==> src/rtl/rtc_pkg.sv <==
`default_nettype none
// ============================================================================
// Module      : rtc_pkg
// Description : Shared constants and types for the RTC bus responder:
//               register map, control bit index, BCD limits, write masks
//               and the strobe bundle carried through the synchronizer.
// Revision    : 1.0  initial release
// ============================================================================
package rtc_pkg;

  // Register map
  localparam logic [7:0] c_ADDR_CTRL  = 8'h00;
  localparam logic [7:0] c_ADDR_SEC   = 8'h21;
  localparam logic [7:0] c_ADDR_MIN   = 8'h22;
  localparam logic [7:0] c_ADDR_HOUR  = 8'h23;
  localparam logic [7:0] c_ADDR_WDAY  = 8'h24;

  // Control register: bit set selects 12-hour counting
  localparam int         c_CTRL_12H_BIT = 4;
  // Hours register in 12-hour mode: PM flag position
  localparam int         c_HOUR_PM_BIT  = 7;

  // BCD limits (min, max) per field
  localparam logic [7:0] c_BCD_ZERO     = 8'h00;
  localparam logic [7:0] c_SEC_MAX      = 8'h59;
  localparam logic [7:0] c_MIN_MAX      = 8'h59;
  localparam logic [7:0] c_HOUR24_MAX   = 8'h23;
  localparam logic [7:0] c_HOUR12_MIN   = 8'h01;
  localparam logic [7:0] c_HOUR12_MAX   = 8'h12;
  localparam logic [7:0] c_WDAY_MIN     = 8'h01;
  localparam logic [7:0] c_WDAY_MAX     = 8'h07;

  // Bits that writes are allowed to set
  localparam logic [7:0] c_SEC_WMASK    = 8'h7F;
  localparam logic [7:0] c_MIN_WMASK    = 8'h7F;
  localparam logic [7:0] c_HOUR_WMASK   = 8'hBF;
  localparam logic [7:0] c_WDAY_WMASK   = 8'h07;

  // Read data values
  localparam logic [7:0] c_UNMAPPED_RDATA = 8'h00;
  localparam logic [7:0] c_IDLE_RDATA     = 8'hFF;

  // Active-low bus strobes, synchronized as one bundle
  typedef struct packed {
    logic ad;
    logic cs;
    logic wr;
    logic rd;
  } strobes_t;

  localparam strobes_t c_STROBES_IDLE = '{ad: 1'b1, cs: 1'b1, wr: 1'b1, rd: 1'b1};

endpackage : rtc_pkg
`default_nettype wire

==> src/rtl/rtc_responder_if.sv <==
`default_nettype none
// ============================================================================
// Module      : rtc_responder_if
// Description : Bus between a master and the RTC responder.
//   ad, cs, wr, rd : active-low strobes driven by the master
//   ADin           : multiplexed address/data from the master
//   ADout, oe      : read data and its valid flag from the responder
//   tick           : one-clock pulse per elapsed second
//   busy           : responder is selected (synchronized cs low)
// Revision    : 1.0  initial release
// ============================================================================
interface rtc_responder_if;
  logic       ad;
  logic       cs;
  logic       wr;
  logic       rd;
  logic [7:0] ADin;
  logic [7:0] ADout;
  logic       oe;
  logic       tick;
  logic       busy;

  modport master (output ad, cs, wr, rd, ADin, tick,
                  input  ADout, oe, busy);
  modport slave  (input  ad, cs, wr, rd, ADin, tick,
                  output ADout, oe, busy);
endinterface : rtc_responder_if
`default_nettype wire

==> src/rtl/bcd_inc.sv <==
`default_nettype none
// ============================================================================
// Module      : bcd_inc
// Description : Combinational two-digit BCD increment with wrap.
//   i_value : current field value
//   i_min   : value loaded on wrap
//   i_max   : wrap point; any value at or above it wraps
//   o_next  : incremented (or wrapped) value
//   o_carry : high when the field wrapped
// Revision    : 1.0  initial release
// ============================================================================
module bcd_inc (
  input  logic [7:0] i_value,
  input  logic [7:0] i_min,
  input  logic [7:0] i_max,
  output logic [7:0] o_next,
  output logic       o_carry
);

  always_comb begin
    o_next  = i_value;
    o_carry = 1'b0;
    if (i_value >= i_max) begin
      // Invalid BCD above the limit also lands here and wraps cleanly
      o_next  = i_min;
      o_carry = 1'b1;
    end else if (i_value[3:0] >= 4'd9) begin
      o_next  = {i_value[7:4] + 4'd1, 4'd0};
    end else begin
      o_next  = {i_value[7:4], i_value[3:0] + 4'd1};
    end
  end

endmodule : bcd_inc
`default_nettype wire

==> src/rtl/rtc_responder.sv <==
`default_nettype none
// ============================================================================
// Module      : rtc_responder
// Description : Real-time-clock register file on an asynchronous
//               multiplexed address/data bus. Keeps BCD seconds, minutes,
//               hours (24- or 12-hour) and weekday, advanced by tick.
//   clock : rising-edge clock for all state
//   reset : asynchronous active-low reset
//   bus   : slave side of rtc_responder_if (strobes, ADin, ADout, oe,
//           tick, busy)
// Revision    : 1.0  initial release
// ============================================================================
module rtc_responder
  import rtc_pkg::*;
(
  input  logic             clock,
  input  logic             reset,
  rtc_responder_if.slave   bus
);

  // Two-flop synchronizers; ADin travels with its strobes so data is
  // aligned with the synchronized wr edge.
  strobes_t   r_strb_s1, r_strb_s2;
  logic [7:0] r_adin_s1, r_adin_s2;
  logic       r_wr_d;

  logic [7:0] r_addr;
  logic [7:0] r_ctrl;
  logic [7:0] r_sec;
  logic [7:0] r_min;
  logic [7:0] r_hour;
  logic [7:0] r_wday;
  logic       r_pending;
  logic [7:0] r_adout;
  logic       r_oe;

  logic       w_sel;
  logic       w_wr_rise;
  logic       w_addr_wr;
  logic       w_data_wr;
  logic       w_rd_active;
  logic       w_apply;
  logic       w_mode12;
  logic [7:0] w_rdata;

  logic [7:0] w_sec_next, w_min_next, w_h24_next, w_h12_next, w_wday_next;
  logic       w_sec_carry, w_min_carry, w_h24_carry, w_h12_carry, w_wday_carry;
  logic [7:0] w_hour_next;
  logic       w_day_roll;
  logic       w_pm_toggle;
  logic [1:0] w_unused_bits;

  assign w_sel       = ~r_strb_s2.cs;
  assign w_wr_rise   = r_strb_s2.wr & ~r_wr_d;
  assign w_addr_wr   = w_wr_rise & w_sel & ~r_strb_s2.ad;
  assign w_data_wr   = w_wr_rise & w_sel &  r_strb_s2.ad;
  assign w_rd_active = w_sel & r_strb_s2.ad & ~r_strb_s2.rd;
  // Ticks only advance time while the bus is not selected
  assign w_apply     = ~w_sel & (r_pending | bus.tick);
  assign w_mode12    = r_ctrl[c_CTRL_12H_BIT];

  assign bus.ADout = r_adout;
  assign bus.oe    = r_oe;
  assign bus.busy  = w_sel;

  // Read mux
  always_comb begin
    w_rdata = c_UNMAPPED_RDATA;
    case (r_addr)
      c_ADDR_CTRL: w_rdata = r_ctrl;
      c_ADDR_SEC:  w_rdata = r_sec;
      c_ADDR_MIN:  w_rdata = r_min;
      c_ADDR_HOUR: w_rdata = r_hour;
      c_ADDR_WDAY: w_rdata = r_wday;
      default:     w_rdata = c_UNMAPPED_RDATA;
    endcase
  end

  bcd_inc u_sec (
    .i_value (r_sec),      .i_min (c_BCD_ZERO),   .i_max (c_SEC_MAX),
    .o_next  (w_sec_next), .o_carry (w_sec_carry)
  );

  bcd_inc u_min (
    .i_value (r_min),      .i_min (c_BCD_ZERO),   .i_max (c_MIN_MAX),
    .o_next  (w_min_next), .o_carry (w_min_carry)
  );

  bcd_inc u_hour24 (
    .i_value (r_hour),     .i_min (c_BCD_ZERO),   .i_max (c_HOUR24_MAX),
    .o_next  (w_h24_next), .o_carry (w_h24_carry)
  );

  // 12-hour counting ignores the PM flag; it is handled below
  bcd_inc u_hour12 (
    .i_value ({1'b0, r_hour[6:0]}), .i_min (c_HOUR12_MIN), .i_max (c_HOUR12_MAX),
    .o_next  (w_h12_next),          .o_carry (w_h12_carry)
  );

  bcd_inc u_wday (
    .i_value (r_wday),      .i_min (c_WDAY_MIN),  .i_max (c_WDAY_MAX),
    .o_next  (w_wday_next), .o_carry (w_wday_carry)
  );

  assign w_unused_bits = {w_h12_next[7], w_wday_carry};

  // Hour roll: in 12-hour mode the PM flag flips on the 11 -> 12 step,
  // and a new day starts when that flip goes PM -> AM.
  always_comb begin
    w_pm_toggle = 1'b0;
    w_hour_next = w_h24_next;
    w_day_roll  = w_h24_carry;
    if (w_mode12) begin
      w_pm_toggle = ~w_h12_carry & (w_h12_next == c_HOUR12_MAX);
      w_hour_next = {r_hour[c_HOUR_PM_BIT] ^ w_pm_toggle, w_h12_next[6:0]};
      w_day_roll  = w_pm_toggle & r_hour[c_HOUR_PM_BIT];
    end
  end

  always_ff @(posedge clock or negedge reset) begin
    if (!reset) begin
      r_strb_s1 <= c_STROBES_IDLE;
      r_strb_s2 <= c_STROBES_IDLE;
      r_adin_s1 <= 8'hFF;
      r_adin_s2 <= 8'hFF;
      r_wr_d    <= 1'b1;
      r_addr    <= 8'hFF;
      r_ctrl    <= 8'h00;
      r_sec     <= 8'h00;
      r_min     <= 8'h00;
      r_hour    <= 8'h00;
      r_wday    <= 8'h01;
      r_pending <= 1'b0;
      r_adout   <= c_IDLE_RDATA;
      r_oe      <= 1'b0;
    end else begin
      r_strb_s1 <= '{ad: bus.ad, cs: bus.cs, wr: bus.wr, rd: bus.rd};
      r_strb_s2 <= r_strb_s1;
      r_adin_s1 <= bus.ADin;
      r_adin_s2 <= r_adin_s1;
      r_wr_d    <= r_strb_s2.wr;

      // One pending slot per busy window. A fresh tick on the very clock
      // the pending one is applied is kept for the following clock.
      if (w_sel) begin
        r_pending <= r_pending | bus.tick;
      end else begin
        r_pending <= r_pending & bus.tick;
      end

      if (w_addr_wr) begin
        r_addr <= r_adin_s2;
      end

      if (w_data_wr) begin
        case (r_addr)
          c_ADDR_CTRL: r_ctrl <= r_adin_s2;
          c_ADDR_SEC:  r_sec  <= r_adin_s2 & c_SEC_WMASK;
          c_ADDR_MIN:  r_min  <= r_adin_s2 & c_MIN_WMASK;
          c_ADDR_HOUR: r_hour <= r_adin_s2 & c_HOUR_WMASK;
          c_ADDR_WDAY: r_wday <= r_adin_s2 & c_WDAY_WMASK;
          default: ;
        endcase
      end else if (w_apply) begin
        r_sec <= w_sec_next;
        if (w_sec_carry) begin
          r_min <= w_min_next;
          if (w_min_carry) begin
            r_hour <= w_hour_next;
            if (w_day_roll) begin
              r_wday <= w_wday_next;
            end
          end
        end
      end

      if (w_rd_active) begin
        r_oe    <= 1'b1;
        r_adout <= w_rdata;
      end else begin
        r_oe    <= 1'b0;
        r_adout <= c_IDLE_RDATA;
      end
    end
  end

endmodule : rtc_responder
`default_nettype wire

==> src/flat_wrapper.sv <==
// flat-port wrapper written by rule: the top's interface ports become plain ports
module rtc_responder_flat import rtc_pkg::*;
  (clock, reset, bus_ad, bus_cs, bus_wr, bus_rd, bus_ADin, bus_tick, bus_ADout, bus_oe, bus_busy);
  rtc_responder_if bus_i ();
  input  logic clock;
  input  logic reset;
  input wire logic [$bits(bus_i.ad)-1:0] bus_ad;
  input wire logic [$bits(bus_i.cs)-1:0] bus_cs;
  input wire logic [$bits(bus_i.wr)-1:0] bus_wr;
  input wire logic [$bits(bus_i.rd)-1:0] bus_rd;
  input wire logic [$bits(bus_i.ADin)-1:0] bus_ADin;
  input wire logic [$bits(bus_i.tick)-1:0] bus_tick;
  output wire logic [$bits(bus_i.ADout)-1:0] bus_ADout;
  output wire logic [$bits(bus_i.oe)-1:0] bus_oe;
  output wire logic [$bits(bus_i.busy)-1:0] bus_busy;
  assign bus_i.ad = bus_ad;
  assign bus_i.cs = bus_cs;
  assign bus_i.wr = bus_wr;
  assign bus_i.rd = bus_rd;
  assign bus_i.ADin = bus_ADin;
  assign bus_i.tick = bus_tick;
  assign bus_ADout = bus_i.ADout;
  assign bus_oe = bus_i.oe;
  assign bus_busy = bus_i.busy;
  rtc_responder u_core (.clock(clock), .reset(reset), .bus(bus_i));
endmodule
==> config.mk <==
export PLATFORM = sky130hd
export DESIGN_NAME = rtc_responder_flat
export DESIGN_NICKNAME = d
export VERILOG_FILES = /design/src/rtl/rtc_pkg.sv /design/src/rtl/rtc_responder_if.sv /design/src/rtl/bcd_inc.sv /design/src/rtl/rtc_responder.sv /design/src/flat_wrapper.sv
export SDC_FILE = /design/constraint.sdc
export NUM_CORES = 1
export LEC_CHECK = 0
export CAP_MARGIN = 15
export CORE_ASPECT_RATIO = 1.2
export CORE_MARGIN = 5
export CORE_UTILIZATION = 55
export CTS_CLUSTER_DIAMETER = 50
export DETAILED_ROUTE_END_ITERATION = 10
export PLACE_DENSITY = 0.75
export SYNTH_ARGS = -nofsm -noshare
export SYNTH_HDL_FRONTEND = slang
export SYNTH_SLANG_ARGS = --single-unit
export TNS_END_PERCENT = 30
==> constraint.sdc <==
create_clock -name clock -period 7.16 [get_ports clock]
set_clock_uncertainty 0.1 [all_clocks]
set_input_delay 1.432 -clock clock [delete_from_list [all_inputs] [get_ports clock]]
set_output_delay 1.432 -clock clock [all_outputs]
set_load 0.05 [all_outputs]
==> results.cfg, run 1 <==
[sta]
finalCriticalPeriod_ps = 3310
fin_ws_ps = 3850
setup_tns_ps = 0
worst_pin_slew_ps = 1000
fin_crit_sh_pct = 46.2
maxSlewHeadroom_pct = 33.1
final_hold_viol_count = 0
whs_ps = 258
setup_viol = 0
fmax_mhz = 302
rsz0062_at_grt = false
slew_violations = 0

[power_and_ir_drop]
irDropWorstVdd_mv = 0.159
powerDensity_nw_per_um2 = 258
leakage_nw = 1.97

[detailed_routing]
wl_mm = 9.26
antenna_left = 0
drt-vias-per-instance = 6.16
route.detailed.drc = 0
drt_first_pass_iters = 5
drt_iter0_markers = 376
vias = 3081
routedWlPerCell_um = 18.5

[worst_setup_path]
crit_slowest_cell = or3b_2
worst-path-max-fanout = 5
crit_path_end_kind = flop
cp.required_ps = 7360
slowest_delay_ps = 460
cp_cell_sequence = inv_1, ha_1, or3b_2, nand2_1, inv_1, ha_1, nor4_1, ha_1, o221a_2, nand3_1, a2111oi_0, o21a_1
worstPathBufferInverterCount = 2
rrSetupSlack_ps = 3850
critPathMostFrequentCell = ha_1
arrival_ps = 3510
worstSetupPathType = reg -> reg
start_kind = flop
cp_top_family = simple AND/OR/NAND/NOR gates

[placement]
place.gp.congestion = 0.970
dp_hpwl_mm = 6.78
pre_cts_ws_ps = 3660
io_buffers = 24

[status]
run_status = finished, final reports clean

[synth]
synth-main-ff-cell = dfstp_2
synth_area_sq_um = 4160
post_synth_num_cell_types = 62
synth_fp_nets = 416
ys_ff_latch = 83
async_flop_share_pct = 100
avgSynthCellArea_sq_um = 11.1
synth_seq_area_share_pct = 51.2
yosys_warnings = 0
synth_edf_count = 0
syn-instance-count = 376

[final_layout]
drive_gt1_share_pct = 23.2
finalNetCount = 445
diodes = 0
final_common_cell = dfstp_2
area_delta_synth_final_pct = 12.8
layout_common_cells = 42 x dfstp_2, 41 x dfrtp_1, 32 x inv_1

[cts]
h-tree-depth = 3
cts_sinks = 83
clkSlewWorstSetupHoldPaths_ps = 90
cts_buffers = 9
clk_latency_ps = 360
postCtsSetupRepairBufs = 0
cts_tree = built
cts_root_buf = clkbuf_8
cts-hold-fix-buffers = 0
cts_resized = 0
clk_path_buf_depth = 2

[floorplanning]
start_util_pct = 56.9
coreArea_sq_um = 7320
pin_count = 25
num_rows = 34
die_w_um = 89.4
die_area_sq_um = 9420
die_h_um = 105

[global_routing]
grt_pass1_vias = 3049
grt_max_degree = 84
antenna_found_initial = 0
grt.overflow.total = 0
grt_pass1_wl_mm = 15.3
grt.total_usage_pct = 21.3

[job]
maxCapViolCount = 0

[worst_hold_path]
holdCritPathClass = reg -> reg
## Yosys cell counts, drive strengths merged (2+ instances only)
cell type,number,share of area [%]
or4,4,0.90
or3,2,0.30
inv,32,2.9
o21a,5,0.90
dfrtp,41,25
nor4,4,1.3
mux2i,2,0.48
nand4,2,0.30
o21ai,20,2.5
and2,6,0.90
a22oi,17,3.1
a21oi,24,3.2
o211ai,4,0.72
a211oi,2,0.48
o41ai,2,0.42
nand3,18,2.2
a31oi,3,0.45
dfstp,42,27
ha,25,7.5
clkbuf,7,0.63
o31a,4,0.84
nor4bb,2,0.48
mux2,20,5.4
o31ai,3,0.54
nand2b,3,0.45
nor3,5,0.72
o22ai,3,0.45
nor2,16,1.4
or3b,2,0.42
o2bb2ai,3,0.63
nand2,25,2.3
a22o,6,1.3
## per-layer routing
metal,global-route usage [%],share of wire (%),vias up
li1,-,-,1440
met1,28.2,42,1525
met2,33.0,50,95
met3,4.61,5.1,21
met4,9.68,2.5,0
met5,0,0,-
## sequential cells by signal, indices dropped and copies added (netlist names)
name	count
u_core.r_wr_d	1
u_core.r_min	8
u_core.bus.oe	1
u_core.r_addr	8
u_core.bus.ADout	8
u_core.r_strb_s2	4
u_core.r_adin_s1	8
u_core.r_strb_s1	4
u_core.r_pending	1
u_core.r_adin_s2	8
u_core.r_ctrl	8
u_core.r_wday	8
u_core.r_sec	8
u_core.r_hour	8
## where the power goes
group | internal [W] | total (W) | switching [W]
registers | 0.000545 | 0.000619 | 0.0000737
logic | 0.000114 | 0.000266 | 0.000152
clock network | 0.000151 | 0.000328 | 0.000177
## layout make-up
class	instances	area [sq um]
Clock inverter	5	41.3
Tap cell	90	113
Clock buffer	11	153
Inverter	32	120
Timing Repair Buffer	25	245
Fill cell	582	2620
Sequential cell	83	2130
Multi-Input combinational cell	254	1890
## final timing paths
path | start | endpoint | cells after the start
worst max-delay path | u_core.r_hour[1] | u_core.r_wday[3] | 12
worst min-delay path | u_core.r_adin_s1[0] | u_core.r_adin_s2[0] | 0
worst max register to register | u_core.r_hour[1] | u_core.r_wday[3] | 12
worst min register to register | u_core.r_adin_s1[0] | u_core.r_adin_s2[0] | 0
max in group asynchronous | reset | u_core.r_min[2] | 1
min in group asynchronous | reset | u_core.r_wday[4] | 1
## through the flow
step           cell area [sq um]  cells  utilization (%)  power [W]
4_1_cts                     4690    500             64.2    0.00122
3_5_place_dp                4500    484             61.5   0.000890
6_report                    4690    500             64.2    0.00121
2_1_floorplan               4160    376                -   0.000804
3_3_place_gp                4500    484             61.5   0.000874
5_1_grt                     4690    500             64.2    0.00128
## logic make-up after synthesis
logic type | after synthesis | synth area share (%)
xor+xnor | 1 | 0.210
fa+ha+maj | 26 | 7.75
buf+inv | 39 | 3.52
simple gates | 98 | 13.6
mux | 22 | 5.89
compound gates | 107 | 17.9
flops | 83 | 51.2
Power figures use the tool's default switching activity.
==> run 2: changes to the inputs <==
--- a/config.mk
+++ b/config.mk
@@ -8,10 +8,10 @@
 export CAP_MARGIN = 15
 export CORE_ASPECT_RATIO = 1.2
 export CORE_MARGIN = 5
-export CORE_UTILIZATION = 55
+export CORE_UTILIZATION = 54
 export CTS_CLUSTER_DIAMETER = 50
 export DETAILED_ROUTE_END_ITERATION = 10
-export PLACE_DENSITY = 0.75
+export PLACE_DENSITY = 0.76
 export SYNTH_ARGS = -nofsm -noshare
 export SYNTH_HDL_FRONTEND = slang
 export SYNTH_SLANG_ARGS = --single-unit
==> constraint.sdc (replaced) <==
create_clock -name clock -period 2.8 [get_ports clock]
set_clock_uncertainty 0.1 [all_clocks]
set_input_delay 0.56 -clock clock [delete_from_list [all_inputs] [get_ports clock]]
set_output_delay 0.56 -clock clock [all_outputs]
set_load 0.05 [all_outputs]
==> run 2 against run 1 <==
- total power increased to 2.6 times the previous value
- non-clock buffer count is 28 higher
- setup slack lost 3800 ps
- sequential power rose to 2.6 times the previous value
- clock power is 140% higher
- global-route usage up 0.30 points
- largest cell class unchanged
==> results.cfg, run 2 (synthesis results as in run 1) <==
[sta]
fin_ws_ps = 22.6
maxSlewHeadroom_pct = 59.6
rsz0062_at_grt = true
finalCriticalPeriod_ps = 2780
fin_crit_sh_pct = 99.2
worst_pin_slew_ps = 599
slew_violations = 0
setup_viol = 0
fmax_mhz = 360
final_hold_viol_count = 0

[power_and_ir_drop]
internal-power_w = 0.00206
p_clk_share_pct = 25.4
irDropWorstVdd_mv = 0.451
leakage_nw = 2.10
powerDensity_nw_per_um2 = 624
p_seq_share_pct = 50.5
p_sw_share_pct = 34.1
p_sw_w = 0.00106
p_comb_share_pct = 24.1

[global_routing]
grt_use_met2_pct = 35.9
grt_pass1_wl_mm = 16.3
grt.total_usage_pct = 21.6
antenna_found_initial = 0
grt_util_met1_pct = 27.3
grt.overflow.total = 0
grt_max_degree = 43
gr-max-usage-layer = met2
gr-usage-met3_pct = 4.88
grt_pass1_vias = 3147

[floorplanning]
num_rows = 35
die_area_sq_um = 9570
pin_count = 25
start_util_pct = 54.6
die_w_um = 90.2
die_h_um = 106
coreArea_sq_um = 7620

[cts]
cts_tree = built
cts-hold-fix-buffers = 0
cts_root_buf = clkbuf_8
cts_buffers = 9
clk_path_buf_depth = 2
h-tree-depth = 3
clk_latency_ps = 370
cts_sinks = 83
clkSlewWorstSetupHoldPaths_ps = 100

[placement]
place.gp.congestion = 0.893
pre_cts_ws_ps = -75.2
io_buffers = 24
dp_hpwl_mm = 7.24

[status]
run_status = finished, final reports clean

[final_layout]
drive_gt1_share_pct = 31.5
post-route-util_pct = 65.7
area_delta_synth_final_pct = 20.3
multi_input_area_sq_um = 2000
seq_area_sq_um = 2130
layout_common_cells = 42 x dfstp_2, 41 x dfrtp_1, 29 x inv_1, 29 x buf_4
finalNetCount = 473
diodes = 0
final_common_cell = dfstp_2
fillers = 601

[worst_hold_path]
holdCritPathClass = in -> async

[worst_setup_path]
arrival_ps = 2940
crit_path_end_kind = flop
worst-path-max-fanout = 4
start_kind = flop
worstSetupPathType = reg -> reg
cp.required_ps = 2970

[detailed_routing]
drt_first_pass_iters = 6
vias = 3213
wl_mm = 9.89
drt-vias-per-instance = 6.06
routedWlPerCell_um = 18.7
route.detailed.drc = 0
antenna_left = 0
drt_iter0_markers = 279

[job]
maxCapViolCount = 0
run 2: cell count changes in the layout (fill, tap and decap cells not counted), moves of 2 or more:
cell,previous run,this run
inv_2,0,3
ha_1,25,21
buf_4,2,29
ha_2,0,3
inv_1,32,29
nand2_1,25,23
run 2: final cells by class:
| class | instances | share of cell area [%] |
|---|---|---|
| clock inverters | 6 | 0.974 |
| flip-flops and latches | 83 | 42.5 |
| inverters | 32 | 2.40 |
| clock buffers | 10 | 2.55 |
| repair buffers | 53 | 9.34 |
| well taps | 92 | 2.30 |
| multi-input cells | 254 | 39.9 |
run 2: path summary, 6_finish.rpt:
kind | startpoint | cells past startpoint | slack (ps) | to
setup / recovery | u_core.r_hour[1] | 9 | 20 | u_core.r_wday[4]
hold / removal | reset | 1 | 80 | u_core.r_sec[2]
setup reg to reg | u_core.r_hour[1] | 9 | 20 | u_core.r_wday[4]
hold reg to reg | u_core.r_strb_s1[2] | 0 | 260 | u_core.r_strb_s2[2]
max in group asynchronous | reset | 2 | 1850 | u_core.bus.ADout[6]
min in group clock | u_core.r_strb_s1[2] | 0 | 260 | u_core.r_strb_s2[2]
run 2: power groups by stage:
stage	registers [W]	logic [W]	clock network, W
6_report	0.00158	0.000753	0.000793
5_1_grt	0.00161	0.000837	0.000861
4_1_cts	0.00157	0.000752	0.000800
3_5_place_dp	0.00159	0.000733	0
3_3_place_gp	0.00158	0.000703	0
2_1_floorplan	0.00156	0.000503	0
run 2: repair_timing:
| item | CTS | global route |
|---|---|---|
| endpoints found under the setup margin | 4 | 8 |
| pin swaps | 11 | 5 |
| buffers inserted | 3 | 1 |
| hold endpoints to repair | 0 | 0 |
| gates resized for setup | 9 | 4 |
| cloned | 0 | 0 |
run 2: metal layers:
| metal | routed length [um] | up-vias |
|---|---|---|
| met2 | 4910 | 122 |
| met1 | 4050 | 1572 |
| met4 | 309 | 0 |
| met5 | 0 | - |
| li1 | - | 1494 |
| met3 | 613 | 25 |
run 2: critical path, cell delays in order, from the launching register on:
cell,delay [ps]
dfrtp_1,400
buf_4,150
o31a_1,270
or4_4,520
nor4_4,300
ha_2,230
o221a_4,220
and3_4,210
o21ai_4,70
a22o_1,210
run 2: per-stage QoR:
stage	area [sq um]	total power, W	hold WS [ps]	std cells	TNS, ps
after floorplan	4190	0.00206	164	376	0
after global placement	4730	0.00228	246	511	-7.60
after detailed placement	4730	0.00233	247	511	-92.2
after CTS	4980	0.00313	93.8	529	0
after global routing	5010	0.00330	109	530	-262
final	5010	0.00312	78.0	530	0
==> run 3: changes to the inputs <==
--- a/config.mk
+++ b/config.mk
@@ -8,10 +8,11 @@
 export CAP_MARGIN = 15
 export CORE_ASPECT_RATIO = 1.2
 export CORE_MARGIN = 5
-export CORE_UTILIZATION = 54
+export CORE_UTILIZATION = 55
+export CTS_BUF_LIST = sky130_fd_sc_hd__clkbuf_4
 export CTS_CLUSTER_DIAMETER = 50
 export DETAILED_ROUTE_END_ITERATION = 10
-export PLACE_DENSITY = 0.76
+export PLACE_DENSITY = 0.78
 export SYNTH_ARGS = -nofsm -noshare
 export SYNTH_HDL_FRONTEND = slang
 export SYNTH_SLANG_ARGS = --single-unit
==> run 3 against run 2 <==
- largest power group unchanged
- flip-flop and latch count is the same
- clock power grew 3.7%
- via count shrank 0.34%
- critical path type unchanged
- setup slack gained 12 ps
- largest cell class unchanged
==> results.cfg, run 3 (synthesis results as in run 1) <==
[detailed_routing]
antenna_left = 0
drt_iter0_markers = 239
vias = 3202
routedWlPerCell_um = 18.9
wl_mm = 10.1
route.detailed.drc = 0
drt_first_pass_iters = 4
drt-vias-per-instance = 5.99

[final_layout]
fillers = 552
drive_gt1_share_pct = 33.0
finalNetCount = 480
diodes = 0
final_common_cell = dfstp_2
area_delta_synth_final_pct = 22.4
post-route-util_pct = 69.6
layout_common_cells = 42 x dfstp_2, 41 x dfrtp_1, 33 x buf_4

[worst_setup_path]
start_kind = flop
crit_path_end_kind = flop
worstSetupPathType = reg -> reg
cp.required_ps = 3030
worst-path-max-fanout = 4
arrival_ps = 2990

[global_routing]
grt.total_usage_pct = 22.9
grt_pass1_vias = 3303
grt_use_met2_pct = 35.9
grt_pass1_wl_mm = 16.6
antenna_found_initial = 0
grt_util_met1_pct = 29.1
gr-max-usage-layer = met2
grt.overflow.total = 0
grt_max_degree = 43
gr-usage-met3_pct = 5.07

[sta]
maxSlewHeadroom_pct = 55.9
final_hold_viol_count = 0
slew_violations = 0
whs_ps = 259
finalCriticalPeriod_ps = 2770
setup_viol = 0
rsz0062_at_grt = true
worst_pin_slew_ps = 654
fmax_mhz = 362
fin_crit_sh_pct = 98.8

[power_and_ir_drop]
irDropWorstVdd_mv = 0.483
p_total_w = 0.00318
leakage_nw = 2.16
powerDensity_nw_per_um2 = 625

[placement]
io_buffers = 24
dp_hpwl_mm = 7.42
place.gp.congestion = 0.938

[floorplanning]
die_h_um = 105
coreArea_sq_um = 7320
start_util_pct = 56.9
num_rows = 34
pin_count = 25
die_w_um = 89.4
die_area_sq_um = 9420

[cts]
h-tree-depth = 3
cts_tree = built
clk_path_buf_depth = 2
clkSlewWorstSetupHoldPaths_ps = 140
cts_root_buf = clkbuf_4
clk_latency_ps = 420
cts_sinks = 83
cts_buffers = 9

[worst_hold_path]
holdCritPathClass = reg -> reg

[job]
maxCapViolCount = 0

[status]
run_status = finished, final reports clean
run 3: cell types whose count changed in the layout (fill, tap and decap cells not counted), sizes merged:
| cell | before | now |
|---|---|---|
| buf | 30 | 36 |
| inv | 34 | 35 |
| dlygate4sd3 | 0 | 1 |
| clkinvlp | 3 | 0 |
| clkbuf | 10 | 9 |
| bufinv | 0 | 2 |
| clkinv | 1 | 2 |
run 3: repair_timing:
action | 4_1_cts | 5_1_grt
pin swaps | 1 | 13
endpoints found under the hold margin | 10 | 0
hold buffers | 1 | 0
setup buffers | 1 | 5
resized for setup | 1 | 19
setup endpoints to repair | 2 | 8
run 3: power by group:
group	total, W	internal [W]	switching (W)
combinational	0.000786	0.000346	0.000440
clock	0.000822	0.000378	0.000444
sequential	0.00158	0.00139	0.000184
total	0.00318	0.00212	0.00107
run 3: area by class of cell:
type | count | area (sq um) | area share [%]
flip-flops and latches | 83 | 2130 | 41.8
multi-input cells | 254 | 2030 | 39.8
repair buffers | 60 | 531 | 10.4
inverters | 32 | 120 | 2.36
well taps | 90 | 113 | 2.21
clock inverters | 7 | 106 | 2.09
clock buffers | 9 | 67.6 | 1.33
run 3: final timing paths:
kind | start | end | slack (ps) | cells past startpoint
worst max-delay path | u_core.r_hour[0] | u_core.r_wday[5] | 30 | 11
worst min-delay path | u_core.r_adin_s1[6] | u_core.r_adin_s2[6] | 260 | 0
worst max register to register | u_core.r_hour[0] | u_core.r_wday[5] | 30 | 11
worst min register to register | u_core.r_adin_s1[6] | u_core.r_adin_s2[6] | 260 | 0
max in group asynchronous | reset | u_core.r_wday[0] | 1410 | 3
min in group asynchronous | reset | u_core.r_ctrl[5] | 530 | 2
run 3: routing by layer:
metal  up-vias  share of wire [%]
li1       1508                  -
met1      1573                 41
met2        87                 50
met3        34                4.4
met4         0                4.5
met5         -                  0
run 3: worst max-delay path: stages (launching register included):
cell and delay [ps]:
dfrtp_1 420, inv_2 60, buf_6 120, ha_4 140, nor4bb_4 140, or4_4 520, nor4_4 260, ha_2 210
o221a_4 210, and3_4 200, o21ai_4 70, a32o_1 210
run 3: per-stage QoR:
stage          area (sq um)  setup TNS, ps  std cells  setup WS [ps]
6_report               5090              0        535           35.0
5_1_grt                5090           -381        535           -107
4_1_cts                4950              0        530          0.699
3_5_place_dp           4750          -29.6        512          -29.6
3_3_place_gp           4750              0        512           5.76
2_1_floorplan          4190              0        376           7.18
